File: config.mk
export PLATFORM = sky130hd
export DESIGN_NAME = mem_arbiter
export DESIGN_NICKNAME = d
export VERILOG_FILES = /design/src/rtl/mem_arb_pkg.sv /design/src/rtl/mem_arbiter_watchdog.sv /design/src/rtl/mem_arbiter.sv
export SDC_FILE = /design/constraint.sdc
export NUM_CORES = 1
export LEC_CHECK = 0
export ABC_AREA = 1
export BUFFER_PORTS_ARGS = -buffer_cell sky130_fd_sc_hd__buf_4
export CAP_MARGIN = 20
export CORE_AREA = 2 2 191 193
export DETAILED_ROUTE_END_ITERATION = 10
export DIE_AREA = 0 0 193 195
export HOLD_SLACK_MARGIN = 0.15
export PLACE_DENSITY = 0.52
export SLEW_MARGIN = 20
export SYNTH_ARGS = -nofsm -noshare
export SYNTH_HDL_FRONTEND = slang
export SYNTH_SLANG_ARGS = --single-unit
File: constraint.sdc
create_clock -name clk -period 8.9 [get_ports clk]
set_input_delay 1.78 -clock clk [delete_from_list [all_inputs] [get_ports clk]]
set_output_delay 1.78 -clock clk [all_outputs]
set_load 0.1 [all_outputs]
File: src/rtl/mem_arb_pkg.sv
// Shared types and defaults for the unified IF/MEM memory arbiter.
package mem_arb_pkg;

  typedef enum logic [1:0] {
    IDLE    = 2'd0,
    BUSY_IF = 2'd1,
    BUSY_D  = 2'd2
  } arb_state_t;

  localparam logic OWN_IF = 1'b0;
  localparam logic OWN_D  = 1'b1;

  localparam int ADDR_W_DEF     = 64;
  localparam int DATA_W_DEF     = 64;
  localparam int TIMEOUT_DEF    = 16;
  localparam int STARVE_MAX_DEF = 4;

  // Selects the 32-bit instruction within a 64-bit memory word.
  function automatic logic [31:0] fetch_word(input logic [63:0] word, input logic hi);
    return hi ? word[63:32] : word[31:0];
  endfunction

endpackage

File: src/rtl/mem_arbiter_watchdog.sv
// Busy-cycle counter for the arbiter; expired marks the last cycle an access may wait.
module arb_watchdog
  import mem_arb_pkg::*;
#(
  parameter int TIMEOUT = TIMEOUT_DEF
) (
  input  logic clk,
  input  logic rst,
  input  logic clear,
  input  logic run,
  output logic expired
);

  localparam int CW = $clog2(TIMEOUT);

  logic [CW-1:0] cnt_q, cnt_d;

  always_comb begin
    cnt_d = cnt_q;
    if (clear)    cnt_d = '0;
    else if (run) cnt_d = cnt_q + CW'(1);
  end

  // NOTE: state registers use non-blocking assignments and an async reset in the sensitivity list.
  always_ff @(posedge clk or posedge rst) begin
    if (rst) cnt_q <= '0;
    else     cnt_q <= cnt_d;
  end

  assign expired = run && (cnt_q == CW'(TIMEOUT - 1));

endmodule

File: src/rtl/mem_arbiter.sv
// Arbitrates one unified memory between the IF fetch port and the MEM data port.
// Optional MEM_ARB_FAIR_EN bounds fetch starvation to STARVE_MAX consecutive data grants.
module mem_arbiter
  import mem_arb_pkg::*;
#(
  parameter int ADDR_W     = ADDR_W_DEF,
  parameter int DATA_W     = DATA_W_DEF,
  parameter int TIMEOUT    = TIMEOUT_DEF,
  parameter int STARVE_MAX = STARVE_MAX_DEF
) (
  input  logic              clk,
  input  logic              rst,
  input  logic              if_req,
  input  logic [ADDR_W-1:0] if_addr,
  output logic [31:0]       if_rdata,
  output logic              if_valid,
  output logic              if_stall,
  input  logic              d_req,
  input  logic              d_we,
  input  logic [ADDR_W-1:0] d_addr,
  input  logic [DATA_W-1:0] d_wdata,
  output logic [DATA_W-1:0] d_rdata,
  output logic              d_valid,
  output logic              d_stall,
  output logic              m_req,
  output logic              m_we,
  output logic [ADDR_W-1:0] m_addr,
  output logic [DATA_W-1:0] m_wdata,
  input  logic [DATA_W-1:0] m_rdata,
  input  logic              m_ready,
  output logic              err
);

  if (TIMEOUT < 2 || STARVE_MAX < 1 || DATA_W < 64) begin : g_bad_param
    $error("mem_arbiter: need TIMEOUT >= 2, STARVE_MAX >= 1, DATA_W >= 64");
  end

  arb_state_t        state_q, state_d;
  logic [ADDR_W-1:0] addr_q, addr_d;
  logic              we_q, we_d;
  logic [DATA_W-1:0] wdata_q, wdata_d;
  logic [31:0]       if_rdata_q, if_rdata_d;
  logic [DATA_W-1:0] d_rdata_q, d_rdata_d;
  logic              if_valid_q, if_valid_d;
  logic              d_valid_q, d_valid_d;
  logic              err_q, err_d;
  logic              busy, grant, grant_own, expired;

  assign busy  = (state_q != IDLE);
  assign grant = (state_q == IDLE) && (if_req || d_req);

`ifdef MEM_ARB_FAIR_EN
  localparam int SW = $clog2(STARVE_MAX + 1);

  logic [SW-1:0] starve_q, starve_d;
  logic          force_if;

  assign force_if  = if_req && d_req && (starve_q >= SW'(STARVE_MAX));
  assign grant_own = (d_req && !force_if) ? OWN_D : OWN_IF;

  // Counts data grants that left a fetch waiting; any fetch grant resets it.
  always_comb begin
    starve_d = starve_q;
    if (grant) begin
      if (grant_own == OWN_IF)                          starve_d = '0;
      else if (if_req && starve_q < SW'(STARVE_MAX))    starve_d = starve_q + SW'(1);
    end
  end

  always_ff @(posedge clk or posedge rst) begin
    if (rst) starve_q <= '0;
    else     starve_q <= starve_d;
  end
`else
  assign grant_own = d_req ? OWN_D : OWN_IF;
`endif

  arb_watchdog #(.TIMEOUT(TIMEOUT)) u_watchdog (
    .clk     (clk),
    .rst     (rst),
    .clear   (grant),
    .run     (busy),
    .expired (expired)
  );

  // NOTE: every always_comb output gets a default first so no path infers a latch.
  always_comb begin
    state_d    = state_q;
    addr_d     = addr_q;
    we_d       = we_q;
    wdata_d    = wdata_q;
    if_rdata_d = if_rdata_q;
    d_rdata_d  = d_rdata_q;
    if_valid_d = 1'b0;
    d_valid_d  = 1'b0;
    err_d      = err_q;
    unique case (state_q)
      IDLE: begin
        if (grant) begin
          if (grant_own == OWN_D) begin
            state_d = BUSY_D;
            addr_d  = d_addr;
            we_d    = d_we;
            wdata_d = d_wdata;
          end else begin
            state_d = BUSY_IF;
            addr_d  = if_addr;
            we_d    = 1'b0;
            wdata_d = '0;
          end
        end
      end
      BUSY_IF: begin
        if (m_ready) begin
          if_rdata_d = fetch_word(m_rdata[63:0], addr_q[2]);
          if_valid_d = 1'b1;
          state_d    = IDLE;
        end else if (expired) begin
          if_rdata_d = '0;
          if_valid_d = 1'b1;
          err_d      = 1'b1;
          state_d    = IDLE;
        end
      end
      BUSY_D: begin
        if (m_ready) begin
          if (!we_q) d_rdata_d = m_rdata;
          d_valid_d = 1'b1;
          state_d   = IDLE;
        end else if (expired) begin
          d_rdata_d = '0;
          d_valid_d = 1'b1;
          err_d     = 1'b1;
          state_d   = IDLE;
        end
      end
      default: state_d = IDLE;
    endcase
  end

  always_ff @(posedge clk or posedge rst) begin
    if (rst) begin
      state_q    <= IDLE;
      addr_q     <= '0;
      we_q       <= 1'b0;
      wdata_q    <= '0;
      if_rdata_q <= '0;
      d_rdata_q  <= '0;
      if_valid_q <= 1'b0;
      d_valid_q  <= 1'b0;
      err_q      <= 1'b0;
    end else begin
      state_q    <= state_d;
      addr_q     <= addr_d;
      we_q       <= we_d;
      wdata_q    <= wdata_d;
      if_rdata_q <= if_rdata_d;
      d_rdata_q  <= d_rdata_d;
      if_valid_q <= if_valid_d;
      d_valid_q  <= d_valid_d;
      err_q      <= err_d;
    end
  end

  assign m_req    = busy;
  assign m_we     = (state_q == BUSY_D) && we_q;
  assign m_addr   = addr_q;
  assign m_wdata  = wdata_q;
  assign if_rdata = if_rdata_q;
  assign d_rdata  = d_rdata_q;
  assign if_valid = if_valid_q;
  assign d_valid  = d_valid_q;
  assign err      = err_q;
  assign if_stall = if_req && !if_valid_q;
  assign d_stall  = d_req && !d_valid_q;

endmodule

# ---- After elaboration in Yosys (flattened, before gate mapping)
# Cells that the tools add are included.
dict set report totals {
  regBits 234
  word_cells 57
}
dict set report classes {
  addsub 1
  n_eq_ne 6
  muxes 21
  n_bitwise 1
  reduce_logical 18
}
# operator count
set op_table {}
lappend op_table {{$mux W64} 5}
lappend op_table {{$mux W32} 3}
lappend op_table {{$mux W2} 4}
lappend op_table {{$mux W4} 2}
lappend op_table {{$mux W1} 6}
lappend op_table {{$reduce_and A2 Y1} 3}
lappend op_table {{$reduce_and A3 Y1} 2}
lappend op_table {{$reduce_bool A2 Y1} 3}
lappend op_table {{$logic_and A1 B1 Y1} 5}
lappend op_table {{$add A4 B1 Y4 const B} 1}
lappend op_table {{$eq A4 B4 Y1 const B} 1}
lappend op_table {{$ne A2 B2 Y1 const B} 2}
lappend op_table {{$pmux W2 S2} 1}
lappend op_table {{$ne A3 B1 Y1 const B} 1}
lappend op_table {{$eq A2 B1 Y1 const B} 1}
lappend op_table {{$eq A2 B2 Y1 const B} 1}
lappend op_table {{$logic_not A1 Y1} 2}
lappend op_table {{$logic_not A2 Y1} 1}
lappend op_table {{$reduce_or A2 Y1} 1}
lappend op_table {{$logic_or A1 B1 Y1} 1}
lappend op_table {{$not A1 Y1} 1}

# ---- Logic depth before layout (Yosys ltp)
# Gate-level depths: netlist of the first run.
dict set report depth {
  ltp_word 5
  ltp_mapped 9
}

# ---- Hierarchy
# A second synthesis of the first run with hierarchy kept.
dict set report hier_totals {
  hier_cells 1473
  hier_area_um2 10835.4
}
# module n_inst cells_per_inst area_per_inst_um2 seq_area_each_um2
set by_module_without_submodules {}
lappend by_module_without_submodules {mem_arbiter 1 1447 10633.9 5755.5}
lappend by_module_without_submodules {arb_watchdog 1 26 201.4 100.1}

# ---- Worst setup path before layout of the first run
# Ideal clock, no wire load.
dict set report synth_path {
  kind {input -> output}
  startpoint {in d_req}
  endpoint {out d_stall}
  arrival_time_ns 3.379
  path_slack_ns 3.741
  path_stages 4
  cell_sequence {inv_1 -> buf_2 -> buf_2 -> nor2_1}
}
dict set report synth_via {
  elab_chain_cells 1
}
# element line_no
set synth_rtl {}
lappend synth_rtl {{start, declared} mem_arbiter.sv:18} ;# input logic d_req,
lappend synth_rtl {{$logic_and A1 B1 Y1} mem_arbiter.sv:175} ;# assign d_stall = d_req && !d_valid_q;
lappend synth_rtl {{end, declared} mem_arbiter.sv:24} ;# output logic d_stall,
# No other way between the ends.

# ---- Worst setup path after layout of the first run
# Same ends and word-level chain as after synthesis.

==> impl_results.md, run 1 <==
- Ys flop type: dfrtp_1
- Synthesized area per cell: 9.711 um^2
- Critical path type: in -> out
- Slew HR: 32.47%
- Adder-cell share of the synthesized area: 0.5058%
- Largest net degree at the start of global routing: 161
- CTS resizes: 0
- Slew Viols, Final: 0
- Die H: 195 um
- Max FO, Critical Path: 6
- CP required: 7.12 ns
- RSZ-0062 raised after global routing: false
- Cell with the most instances after synthesis: nand2_1
- Total GRT Usage: 20.25%
- Inserted Clock Buffers: 28
- Clk Latency, worst-skew pair: 0.54 ns
- Final Wtd Congestion: 0.8280
- HP Class: reg -> reg
- Port buffer count: 492
- Critical Path Sink Type: output port
- ANT nets after route: 0
- Arr. time, crit path: 2.40 ns
- Max clock buf depth: 3
- Core Util, Final: 41.95%
- Clock sinks: 234
- Post-synthesis compound-gate area fraction: 13.74%
- Synth area leaders: dfrtp_1 (59%), nand2_1 (11%), a22o_1 (5.7%), nor2_1 (5.1%), o31ai_1 (4.9%)
- Skew final: 0.01060 ns
- FILL cells: 3559
- Setup Buffers After CTS: 0
- Via-per-instance ratio: 4.757
- Number of H-tree levels: 1
- Layout cell share with drive strength beyond 1: 39.13%
- Worst slew pin tran: 1.012 ns
- Commonest cells in the netlist: nand2_1 (277), dfrtp_1 (234), nor2_1 (134), nand4_1 (65)
- Largest family of logic cells by synthesized area: simple AND/OR/NAND/NOR gates
- Fraction of registers with async set or reset after synthesis: 100.0%
- #FFs+latches synth: 234
- Starting density of the core: 27.96%
- Post-synth EDFFs: 0
- Routed length per instance: 20.26 um
- Final min period: 4.185 ns
- FMAX: 239.0 MHz
- CTS tree: built
- # IOs: 493
- Pre-Repair DR Iteration Count: 6
- Post-Synth Simple-Gate Area: 22.03%
- Post-synthesis mux area share: 0%
- P&R area growth vs syn: 50.06%
- Synth warnings: 0
- Library cells used by synthesis: 21
- Vias in the first global route: 9374
- First-pass GRT wire length: 58570 um
- Final hold violations: 0
- CTS Hold Buffers Added: 0
- Row count: 69
- Sequential-to-total area share from yosys stat: 59.17%
- Sum Neg Setup Slack: 0 ns
- Cells after synthesis: 1019
- First DRT Iteration DRCs: 503
- Core area: 0.03540 mm^2
- Tcrit/Tclk final: 47.02%
- Clock root cell: clkbuf_16
- Final-report setup violation count: 0
- Leading area contributor after synthesis: dfrtp_1
- Total gr overflow: 0
- Cell Count Post-Placement: 1899
- Post-layout nets: 1734
- Antenna violations before repair: 3
- Final WL: 39560 um
- Detailed-route via count: 9286
- Post-Syn Nets: 1285
- Synth Area in XOR/XNOR: 0%
- Synth top area share: 59.17%
- CP startpoint kind: primary input
- DRC errors left: 0
- Clk pin slew, worst setup/hold paths: 0.06 ns
- Post-Layout Cell Count: 1952
- Outcome: complete, no violations
- Die width: 193 um
- Syn Std Cell Area: 0.009896 mm^2
- Die Area: 0.03764 mm^2
- DP HPWL: 27980 um
- Max-cap violation count: 0
[cells by family (layout without fill, tap and decap cells)]
logic type,Yosys count,in the layout
adders and majority gates,4,4
and+or+nand+nor,513,513
DFF,234,234
AOI/OAI and AO/OA,166,166
other,0,1
buffers and inverters,102,573
[routing by layer]
layer	global-route usage [%]	vias to the layer above	part of all wire (%)
met2	34.40	354	49
met3	6.111	59	8.8
met5	0	-	0.10
met1	24.50	4452	39
li1	-	4415	-
met4	6.341	6	3.0
[metrics by stage]
step	hold WS [ns]	setup WS [ns]	instance area, um^2
detailed placement	0.4604	4.699	13900
finish	0.4703	4.715	14850
global placement	0.4550	4.695	13900
global route	0.4911	4.651	14850
CTS	0.4754	4.699	14850
floorplan	0.4670	0.7020	9896
[final cells by class]
type	count	area, um^2	share of cell area (%)
clock inverter	5	100.1	0.6741
sequential	234	5856	39.43
inverter	16	67.56	0.4550
multi-input combinational	683	3600	24.24
clock buffer	47	843.3	5.679
timing repair buffer	505	3804	25.62
tap	461	576.8	3.884
antenna	1	2.502	0.01685
[sequential cells by signal, indices dropped and copies added, names as in the netlist]
| signal | count |
|---|---|
| m_addr | 64 |
| d_valid | 1 |
| m_wdata | 64 |
| we_q | 1 |
| d_rdata | 64 |
| if_rdata | 32 |
| u_watchdog.cnt_q | 4 |
| err | 1 |
| state_q | 2 |
| if_valid | 1 |
[layout by cell type (no fill, tap or decap), drive strengths merged]
master | Yosys | final
o21bai | 1 | 1
inv | 16 | 16
clkbuf | 38 | 47
a22o | 64 | 64
o21ai | 2 | 2
nor2 | 134 | 134
o31ai | 64 | 64
o2111ai | 32 | 32
bufinv | 0 | 3
or2 | 32 | 32
a21oi | 2 | 2
dfrtp | 234 | 234
nand4 | 65 | 65
clkinv | 0 | 2
a21boi | 1 | 1
nand3 | 5 | 5
ha | 4 | 4
diode | 0 | 1
nand2 | 277 | 277
buf | 48 | 505
[critical path, stage by stage]
cell and delay, ns:
buf_4 0.16, inv_2 0.07, nor2_1 0.08, buf_4 0.29
[path summary, 6_finish.rpt]
kind | start | end | slack [ns] | cells past startpoint
worst max-delay path | d_req | d_stall | 4.72 | 4
worst min-delay path | d_rdata[7] | d_rdata[7] | 0.47 | 2
worst max register to register | state_q[0] | if_rdata[29] | 6.67 | 9
worst min register to register | d_rdata[7] | d_rdata[7] | 0.47 | 2
max in group asynchronous | rst | d_rdata[3] | 6.11 | 3
min in group asynchronous | rst | m_wdata[22] | 1.36 | 2
Power of run 1 is not shown: default switching activity piles up to over one toggle a cycle in this logic, so the estimate is an artifact.
==> run 2: changes to the inputs <==
--- a/config.mk
+++ b/config.mk
@@ -12,7 +12,7 @@
 export DETAILED_ROUTE_END_ITERATION = 10
 export DIE_AREA = 0 0 193 195
 export HOLD_SLACK_MARGIN = 0.15
-export PLACE_DENSITY = 0.52
+export PLACE_DENSITY = 0.54
 export SLEW_MARGIN = 20
 export SYNTH_ARGS = -nofsm -noshare
 export SYNTH_HDL_FRONTEND = slang
==> constraint.sdc (replaced) <==
create_clock -name clk -period 3.69 [get_ports clk]
set_input_delay 0.738 -clock clk [delete_from_list [all_inputs] [get_ports clk]]
set_output_delay 0.738 -clock clk [all_outputs]
set_load 0.1 [all_outputs]
==> run 2 against run 1 <==
Against the previous run:
- die area unchanged
- register-to-register slack worse by 5.1 ns
- critical path type is now reg -> out
- non-clock buffer count up 5
==> impl_results.md, run 2 (same netlist as run 1, synthesis figures left out) <==
- Post-Layout Cell Count: 1955 (+0.15%)
- GR Layer Usage met3: 5.607% (-0.50 points)
- Met1 usage: 24.44% (-0.061 points)
- Clk pin slew, worst setup/hold paths: 0.06 ns (about the same)
- Post-layout nets: 1739 (+0.29%)
- Arr. time, crit path: 1.74 ns (-0.66 ns)
- RSZ-0062 raised after global routing: false
- Max FO, Critical Path: 5 (-1)
- Outcome: complete, no violations
- Row count: 69 (unchanged)
- Final-report setup violation count: 0 (unchanged)
- Clock sinks: 234 (unchanged)
- Die Area: 0.03764 mm^2 (unchanged)
- ANT nets after route: 0 (unchanged)
- Setup Buffers After CTS: 0 (unchanged)
- Starting density of the core: 27.96% (unchanged)
- Max-cap violation count: 0 (unchanged)
- Routed length per instance: 19.52 um (-3.7%)
- Die H: 195 um (unchanged)
- Final hold violations: 0 (unchanged)
- Cell Count Post-Placement: 1904 (+0.26%)
- Slew Viols, Final: 0 (unchanged)
- Slew HR: 34.66% (+2.2 points)
- Number of H-tree levels: 1 (unchanged)
- Core area: 0.03540 mm^2 (unchanged)
- Skew final: 0.01252 ns (+0.001917 ns)
- Pre-Repair DR Iteration Count: 5 (-1)
- Layout cell share with drive strength beyond 1: 39.79% (+0.66 points)
- Final WL: 38160 um (-3.5%)
- Clock root cell: clkbuf_16
- First DRT Iteration DRCs: 406 (-19%)
- # IOs: 493 (unchanged)
- Max clock buf depth: 3 (unchanged)
- First-pass GRT wire length: 57610 um (-1.6%)
- Most frequent cells in the layout: buf_4 (507), nand2_1 (277), dfrtp_1 (234)
- Detailed-route via count: 9347 (+0.66%)
- Total gr overflow: 0 (unchanged)
- P&R area growth vs syn: 50.59%
- Port buffer count: 492 (unchanged)
- HP Class: in -> async
- Grt met2 use: 33.19% (-1.2 points)
- DP HPWL: 27220 um (-2.7%)
- CTS tree: built
- FMAX: 404.2 MHz
- Antenna violations before repair: 1 (-2)
- Die width: 193 um (unchanged)
- Final Wtd Congestion: 0.8292 (+0.14%)
- GR peak layer: met2
- Largest net degree at the start of global routing: 148 (-8.1%)
- Critical Path Sink Type: output port
- CP startpoint kind: flip-flop
- Tcrit/Tclk final: 67.05%
- CTS Hold Buffers Added: 0 (unchanged)
- Via-per-instance ratio: 4.781 (+0.50%)
- Core Util, Final: 42.10% (+0.15 points)
- CP required: 2.95 ns (-4.17 ns)
- Clk Latency, worst-skew pair: 0.54 ns (about the same)
- Most common cell after layout, fill and taps aside: buf_4
- Inserted Clock Buffers: 28 (unchanged)
- DRC errors left: 0 (unchanged)
- Total GRT Usage: 19.61% (-0.65 points)
- Worst Reg2Reg Path Length in Cells: 7 (-2)
- Critical path type: reg -> out
- Final min period: 2.474 ns
- CTS resizes: 0 (unchanged)
- Vias in the first global route: 9503 (+1.4%)
- Worst slew pin tran: 0.9790 ns (-0.03283 ns)
## run 2: area by class of cell
type | instances | area (um^2)
fill | 3526 | 20490
sequential | 234 | 5856
timing repair buffer | 510 | 3866
multi-input combinational | 683 | 3600
clock buffer | 43 | 868.3
tap | 461 | 576.8
clock inverter | 7 | 68.82
inverter | 16 | 63.81
antenna | 1 | 2.502
## run 2: path summary, 6_finish.rpt
| kind | from | endpoint | slack, ns |
|---|---|---|---|
| worst min-delay path | rst | m_addr[9] | 0.37 |
| worst max-delay path | state_q[0] | m_req | 1.22 |
| min in group clk | d_we | we_q | 0.40 |
| worst max register to register | state_q[0] | d_rdata[46] | 1.56 |
| worst min register to register | d_rdata[1] | d_rdata[1] | 0.47 |
| max in group asynchronous | rst | m_wdata[47] | 2.38 |
## run 2: through the flow
step	worst slack (ns)	instance area (um^2)	hold slack (ns)	setup TNS, ns
after floorplan	-0.1119	9899	0.4670	-26.19
after global placement	1.261	13960	0.4555	0
after detailed placement	1.259	13960	0.4595	0
after CTS	1.165	14900	0.3675	0
after global routing	1.080	14900	0.3885	0
final	1.216	14900	0.3667	0
## run 2: per-layer routing
| metal | share of wire (%) | up-vias | wire [um] |
|---|---|---|---|
| li1 | - | 4423 | - |
| met1 | 39 | 4477 | 14980 |
| met2 | 49 | 394 | 18870 |
| met3 | 8.8 | 53 | 3370 |
| met4 | 2.5 | 0 | 946 |
| met5 | 0 | - | 0 |
## run 2: critical path, stage by stage, from the launching register on
cell and delay [ns]:
dfrtp_1 0.38, inv_1 0.07, ha_1 0.28, inv_1 0.15, buf_4 0.32
Power of run 2 is left out for the same reason.
